File: src/rtl/square_motion_ctrl.sv
// Per-frame erase / move / redraw of a square sprite, emitted as single-pixel plot requests.
// Velocity follows buttons with momentum, decay and saturation; the square bounces off screen edges.
module square_motion_ctrl #(
    parameter int         WIDTH       = 640,
    parameter int         HEIGHT      = 480,
    parameter int         SQUARE_SIZE = 4,
    parameter int         MAX_SPEED   = 7,
    parameter int         X_INIT      = 318,
    parameter int         Y_INIT      = 238,
    parameter logic [2:0] SQ_R        = 3'b111,
    parameter logic [2:0] SQ_G        = 3'b000,
    parameter logic [2:0] SQ_B        = 3'b000
) (
    input  logic              clk,
    input  logic              reset,
    input  logic              frame_tick,
    input  logic              btn_left,
    input  logic              btn_right,
    input  logic              btn_up,
    input  logic              btn_down,
    output logic [9:0]        plot_x,
    output logic [8:0]        plot_y,
    output logic [2:0]        plot_r,
    output logic [2:0]        plot_g,
    output logic [2:0]        plot_b,
    output logic              plot_valid,
    input  logic              plot_ready,
    output logic              busy,
    output logic [9:0]        pos_x,
    output logic [8:0]        pos_y,
    output logic [1:0]        dbg_state,
    output logic signed [4:0] dbg_vx,
    output logic signed [4:0] dbg_vy
);

    localparam int                LG   = (SQUARE_SIZE > 1) ? $clog2(SQUARE_SIZE) : 1;
    localparam logic [LG-1:0]     LAST = LG'(SQUARE_SIZE - 1);
    localparam logic signed [4:0] VMAX = 5'(MAX_SPEED);
    localparam logic signed [11:0] XLIM = 12'(WIDTH - SQUARE_SIZE);
    localparam logic signed [11:0] YLIM = 12'(HEIGHT - SQUARE_SIZE);

    typedef enum logic [1:0] {
        S_IDLE   = 2'd0,
        S_ERASE  = 2'd1,
        S_UPDATE = 2'd2,
        S_DRAW   = 2'd3
    } state_t;

    state_t             r_state, w_state_n;
    logic [LG-1:0]      r_dx, r_dy;
    logic [9:0]         r_pos_x;
    logic [8:0]         r_pos_y;
    logic signed [4:0]  r_vx, r_vy;
    logic               w_last, w_xfer;
    logic signed [4:0]  w_vx_step, w_vy_step, w_vx_n, w_vy_n;
    logic signed [11:0] w_px_sum, w_py_sum;
    logic [9:0]         w_px_n;
    logic [8:0]         w_py_n;

    function automatic logic signed [4:0] vel_step(input logic signed [4:0] v,
                                                   input logic inc, input logic dec);
        logic signed [4:0] r;
        if (inc && !dec)      r = (v >= VMAX) ? VMAX : v + 5'sd1;
        else if (dec && !inc) r = (v <= -VMAX) ? -VMAX : v - 5'sd1;
        else if (v > 5'sd0)   r = v - 5'sd1;
        else if (v < 5'sd0)   r = v + 5'sd1;
        else                  r = v;
        return r;
    endfunction

    assign w_last    = (r_dx == LAST) && (r_dy == LAST);
    assign w_xfer    = plot_valid && plot_ready;
    assign pos_x     = r_pos_x;
    assign pos_y     = r_pos_y;
    assign dbg_state = r_state;
    assign dbg_vx    = r_vx;
    assign dbg_vy    = r_vy;

    // Next position is computed wide and signed so underflow past 0 is visible before clamping.
    always_comb begin
        w_vx_step = vel_step(r_vx, btn_right, btn_left);
        w_vy_step = vel_step(r_vy, btn_down, btn_up);
        w_px_sum  = $signed({2'b00, r_pos_x}) + $signed({{7{w_vx_step[4]}}, w_vx_step});
        w_py_sum  = $signed({3'b000, r_pos_y}) + $signed({{7{w_vy_step[4]}}, w_vy_step});
        w_px_n    = w_px_sum[9:0];
        w_vx_n    = w_vx_step;
        w_py_n    = w_py_sum[8:0];
        w_vy_n    = w_vy_step;
        if (w_px_sum < 12'sd0) begin
            w_px_n = 10'd0;
            w_vx_n = -w_vx_step;
        end else if (w_px_sum > XLIM) begin
            w_px_n = XLIM[9:0];
            w_vx_n = -w_vx_step;
        end
        if (w_py_sum < 12'sd0) begin
            w_py_n = 9'd0;
            w_vy_n = -w_vy_step;
        end else if (w_py_sum > YLIM) begin
            w_py_n = YLIM[8:0];
            w_vy_n = -w_vy_step;
        end
    end

    // Handshake: a beat transfers when plot_valid && plot_ready; while stalled the request
    // holds because coordinates derive only from position and the offset counter.
    always_comb begin
        w_state_n  = r_state;
        plot_valid = 1'b0;
        busy       = 1'b1;
        plot_x     = '0;
        plot_y     = '0;
        plot_r     = '0;
        plot_g     = '0;
        plot_b     = '0;
        case (r_state)
            S_IDLE: begin
                busy = 1'b0;
                if (frame_tick) w_state_n = S_ERASE;
            end
            S_ERASE: begin
                plot_valid = 1'b1;
                plot_x     = r_pos_x + 10'(r_dx);
                plot_y     = r_pos_y + 9'(r_dy);
                if (plot_ready && w_last) w_state_n = S_UPDATE;
            end
            S_UPDATE: w_state_n = S_DRAW;
            S_DRAW: begin
                plot_valid = 1'b1;
                plot_x     = r_pos_x + 10'(r_dx);
                plot_y     = r_pos_y + 9'(r_dy);
                plot_r     = SQ_R;
                plot_g     = SQ_G;
                plot_b     = SQ_B;
                if (plot_ready && w_last) w_state_n = S_IDLE;
            end
            default: w_state_n = S_IDLE;
        endcase
    end

    always_ff @(posedge clk or posedge reset) begin
        if (reset) r_state <= S_IDLE;
        else       r_state <= w_state_n;
    end

    always_ff @(posedge clk or posedge reset) begin
        if (reset) begin
            r_dx    <= '0;
            r_dy    <= '0;
            r_pos_x <= 10'(X_INIT);
            r_pos_y <= 9'(Y_INIT);
            r_vx    <= '0;
            r_vy    <= '0;
        end else begin
            if (w_xfer) begin
                if (r_dx == LAST) begin
                    r_dx <= '0;
                    r_dy <= w_last ? '0 : r_dy + 1'b1;
                end else begin
                    r_dx <= r_dx + 1'b1;
                end
            end
            if (r_state == S_UPDATE) begin
                r_pos_x <= w_px_n;
                r_pos_y <= w_py_n;
                r_vx    <= w_vx_n;
                r_vy    <= w_vy_n;
            end
        end
    end

endmodule

File: config.mk
export PLATFORM = sky130hd
export DESIGN_NAME = square_motion_ctrl
export DESIGN_NICKNAME = d
export VERILOG_FILES = /design/src/rtl/square_motion_ctrl.sv
export SDC_FILE = /design/constraint.sdc
export NUM_CORES = 1
export LEC_CHECK = 0
export CAP_MARGIN = 20
export CORE_MARGIN = 1
export CORE_UTILIZATION = 55
export CTS_CLUSTER_DIAMETER = 40
export DETAILED_ROUTE_END_ITERATION = 10
export DONT_BUFFER_PORTS = 1
export PLACE_DENSITY = 0.73
export RECOVER_POWER = 100
export SYNTH_ARGS = -nofsm -noshare
export SYNTH_HDL_FRONTEND = slang
export SYNTH_SLANG_ARGS = --single-unit
File: constraint.sdc
create_clock -name clk -period 4.3 [get_ports clk]
set_clock_uncertainty 0.1 [all_clocks]
set_input_delay 0.86 -clock clk [delete_from_list [all_inputs] [get_ports clk]]
set_output_delay 0.86 -clock clk [all_outputs]
set_load 0.005 [all_outputs]
==> impl_metrics.py <==
metrics = {
    "global_routing": {
        "antenna_found_initial": 0,
        "grt_max_degree": 42,
        "grt_pass1_vias": 3704,
        "grt_overflow": 0,
        "grt_usage_pct": 25.8,
        "grt_pass1_wl_microns": 17300,
    },
    "setup_path": {
        "crit_family": "simple AND/OR/NAND/NOR gates",
        "crit_type": "in2reg",
        "crit_top_cell": "nor4b_2",
        "required_ns": 4.37,
        "r2r_cells": 19,
        "worst-path-buf-inv": 0,
        "r2r-end": "dbg_vy[3]",
        "crit_fanout": 4,
        "end_kind": "flop",
        "slowest_stage": "or4_4",
        "crit_path_cell_trace": "nor2b_1 -> or4_4 -> xnor2_1 -> a211o_1 -> ha_4 -> fa_2 -> a211oi_4 -> nor4b_2 -> nor3b_2 -> nor4_2 -> o31ai_2 -> nand3_2 -> nor4b_2 -> or3_1",
        "arrival_ns": 4.25,
        "worst-path-stages": 14,
        "setup.worst_path.start_class": "input port",
        "reg2reg_slack_ns": 0.13,
        "cpPeakStageDelay_ns": 0.53,
        "reg2reg_from": "dbg_vy[0]",
    },
    "yosys": {
        "netlist-cell-type-count": 94,
        "syn_area_per_cell_sq_um": 8.54,
        "yosysSeqAreaShare_pct": 21.0,
        "yosysWarnings": 0,
        "synth-seq-cells": 35,
        "syn_inst": 496,
        "ys.flop_type": "dfrtp_1",
        "synth-edff-count": 0,
        "netlist_area_sq_um": 4230,
        "async_flop_share_pct": 100,
    },
    "drt": {
        "avgViaCountPerCell": 6.08,
        "ant_nets": 0,
        "drtPass1Iterations": 5,
        "wl_per_cell_microns": 16.9,
        "totalWireLength_microns": 10800,
        "drcViolationCount": 0,
        "drt_iter0_drc": 170,
        "vias": 3907,
    },
    "final_layout": {
        "final_cells": 643,
        "layout_commonest_cell": "buf_4",
        "syn_to_final_growth_pct": 17.3,
        "final_area_sq_um": 4970,
        "final_cell_mix": "buf_4 (51), nand2_1 (36), nor2_1 (36)",
        "layout-drive-gt1-share_pct": 25.6,
        "finish.utilization_pct": 67.8,
        "diodes": 0,
        "nets": 600,
    },
    "run_status": {
        "outcome": "finished, violations left",
        "violations": "max-capacitance violations, max-slew violations",
    },
    "timing": {
        "hold_viol_final": 0,
        "fmax_mhz": 239,
        "final-setup-viol-count": 0,
        "relSlewSlack_pct": -27.1,
        "timing.final.crit_share_pct": 97.1,
        "post-route-min-period_ns": 4.18,
        "finalMaxSlewViolations": 36,
        "worst-slew-pin-transition_ns": 1.91,
        "rsz0062_at_grt": "yes",
        "fin_hold_ws_ns": 0.450,
    },
    "min_path": {
        "worstHoldPathCells": 1,
        "worstHoldPathType": "reg2reg",
        "min_from": "r_dy[0]",
        "hold_end": "r_dy[0]",
    },
    "place": {
        "place_inst": 616,
        "dpl_cell_area_sq_um": 4560,
        "gp_congestion": 0.907,
        "io_buffers": 0,
        "hpwl_microns": 7770,
    },
    "floorplan": {
        "die_w_microns": 89.7,
        "io_pins": 69,
        "die_h_microns": 89.7,
        "core_sq_um": 7330,
        "rows": 31,
        "dieArea_sq_um": 8050,
        "start_util_pct": 57.8,
    },
    "clocking": {
        "clock_path_buffers": 2,
        "cts_tree": "built",
        "cts_root_buf": "clkbuf_8",
        "cts.sinks": 35,
        "h-tree-depth": 2,
        "cts_hold_buf": 0,
        "clkTransAtPathRegs_ns": 0.07,
        "clock_latency_ns": 0.29,
        "numCtsBuffers": 5,
    },
    "job": {
        "drv_cap": 1,
    },
}
==> worst reg2reg max path, stage by stage (launching register included) <==
cell     delay, ns
dfrtp_1       0.39
inv_2         0.08
ha_4          0.13
or3b_4        0.41
and4b_1       0.30
xnor2_1       0.14
nor3_2        0.07
inv_1         0.10
ha_2          0.19
inv_2         0.04
fa_2          0.38
nor2b_4       0.16
o31ai_1       0.10
xnor2_1       0.22
a31oi_1       0.16
nor4_4        0.28
buf_4         0.18
nor4_4        0.05
or3_1         0.38
a31o_1        0.21
==> sequential cells by signal, indices dropped and copies added, names as in the netlist <==
register	cells
dbg_state	2
dbg_vx	5
dbg_vy	5
pos_x	10
pos_y	9
r_dx	2
r_dy	2
==> metrics by stage <==
stage	TNS, ns	worst slack [ns]
after detailed placement	-0.776	-0.157
final	0	0.123
after global routing	-0.219	-0.0740
after floorplan	-0.0302	-0.0302
after global placement	-0.150	-0.0330
after CTS	0	0.000941
==> worst max path at each step <==
stage	startpoint	endpoint	slack [ns]
5_1_grt	dbg_vy[0]	dbg_vy[1]	-0.07
3_5_place_dp	btn_right	dbg_vx[3]	-0.16
6_report	btn_left	dbg_vx[3]	0.12
2_1_floorplan	btn_left	dbg_vx[3]	-0.03
3_3_place_gp	btn_right	dbg_vx[3]	-0.03
4_1_cts	dbg_vx[0]	dbg_vx[3]	0.0009
==> area by class of cell <==
type                    instances  area, sq um
multi-input cells             404         3290
fillers                       611         2360
flip-flops and latches         35          892
repair buffers                 57          405
inverters                      40          153
well taps                      99          124
clock buffers                   8          100
==> what timing repair did <==
action                                  in CTS  in global routing
setup buffers                                2                 17
resized for setup                            2                 39
pin swaps                                    4                 27
endpoints found under the setup margin       4                 19
==> cells by family (layout without fill, tap and decap cells) <==
kind of cell | Yosys count | after routing | synth area share (%)
and+or+nand+nor | 168 | 168 | 22.7
AOI/OAI and AO/OA | 142 | 142 | 25.2
muxes | 6 | 6 | 1.80
adders and majority gates | 49 | 49 | 15.2
DFF | 35 | 35 | 21.0
other | 1 | 6 | 0.0886
buffers and inverters | 62 | 105 | 6.62
xor gates and xnor gates | 33 | 33 | 7.36
==> cells in the mapped netlist (12+ instances only) <==
library cell | number | share of area [%]
dfstp_2 | 12 | 7.4
nor2_1 | 36 | 3.2
a21oi_1 | 29 | 3.4
nor3_1 | 12 | 1.4
dfrtp_1 | 23 | 14
ha_1 | 45 | 13
xor2_1 | 12 | 2.5
nand2_1 | 36 | 3.2
a21o_1 | 13 | 2.3
nand3_1 | 12 | 1.4
inv_1 | 38 | 3.4
o21ai_0 | 21 | 2.5
xnor2_1 | 18 | 3.7
==> per-layer routing <==
layer	share of wire, %	track usage (%)
met5	0	0
met4	0.74	5.74
met1	45	34.0
met3	6.1	4.48
met2	48	44.3
Power is left out: the tool's default activity adds up to more than one toggle a clock period on the data nets, which glitch-free logic cannot reach.
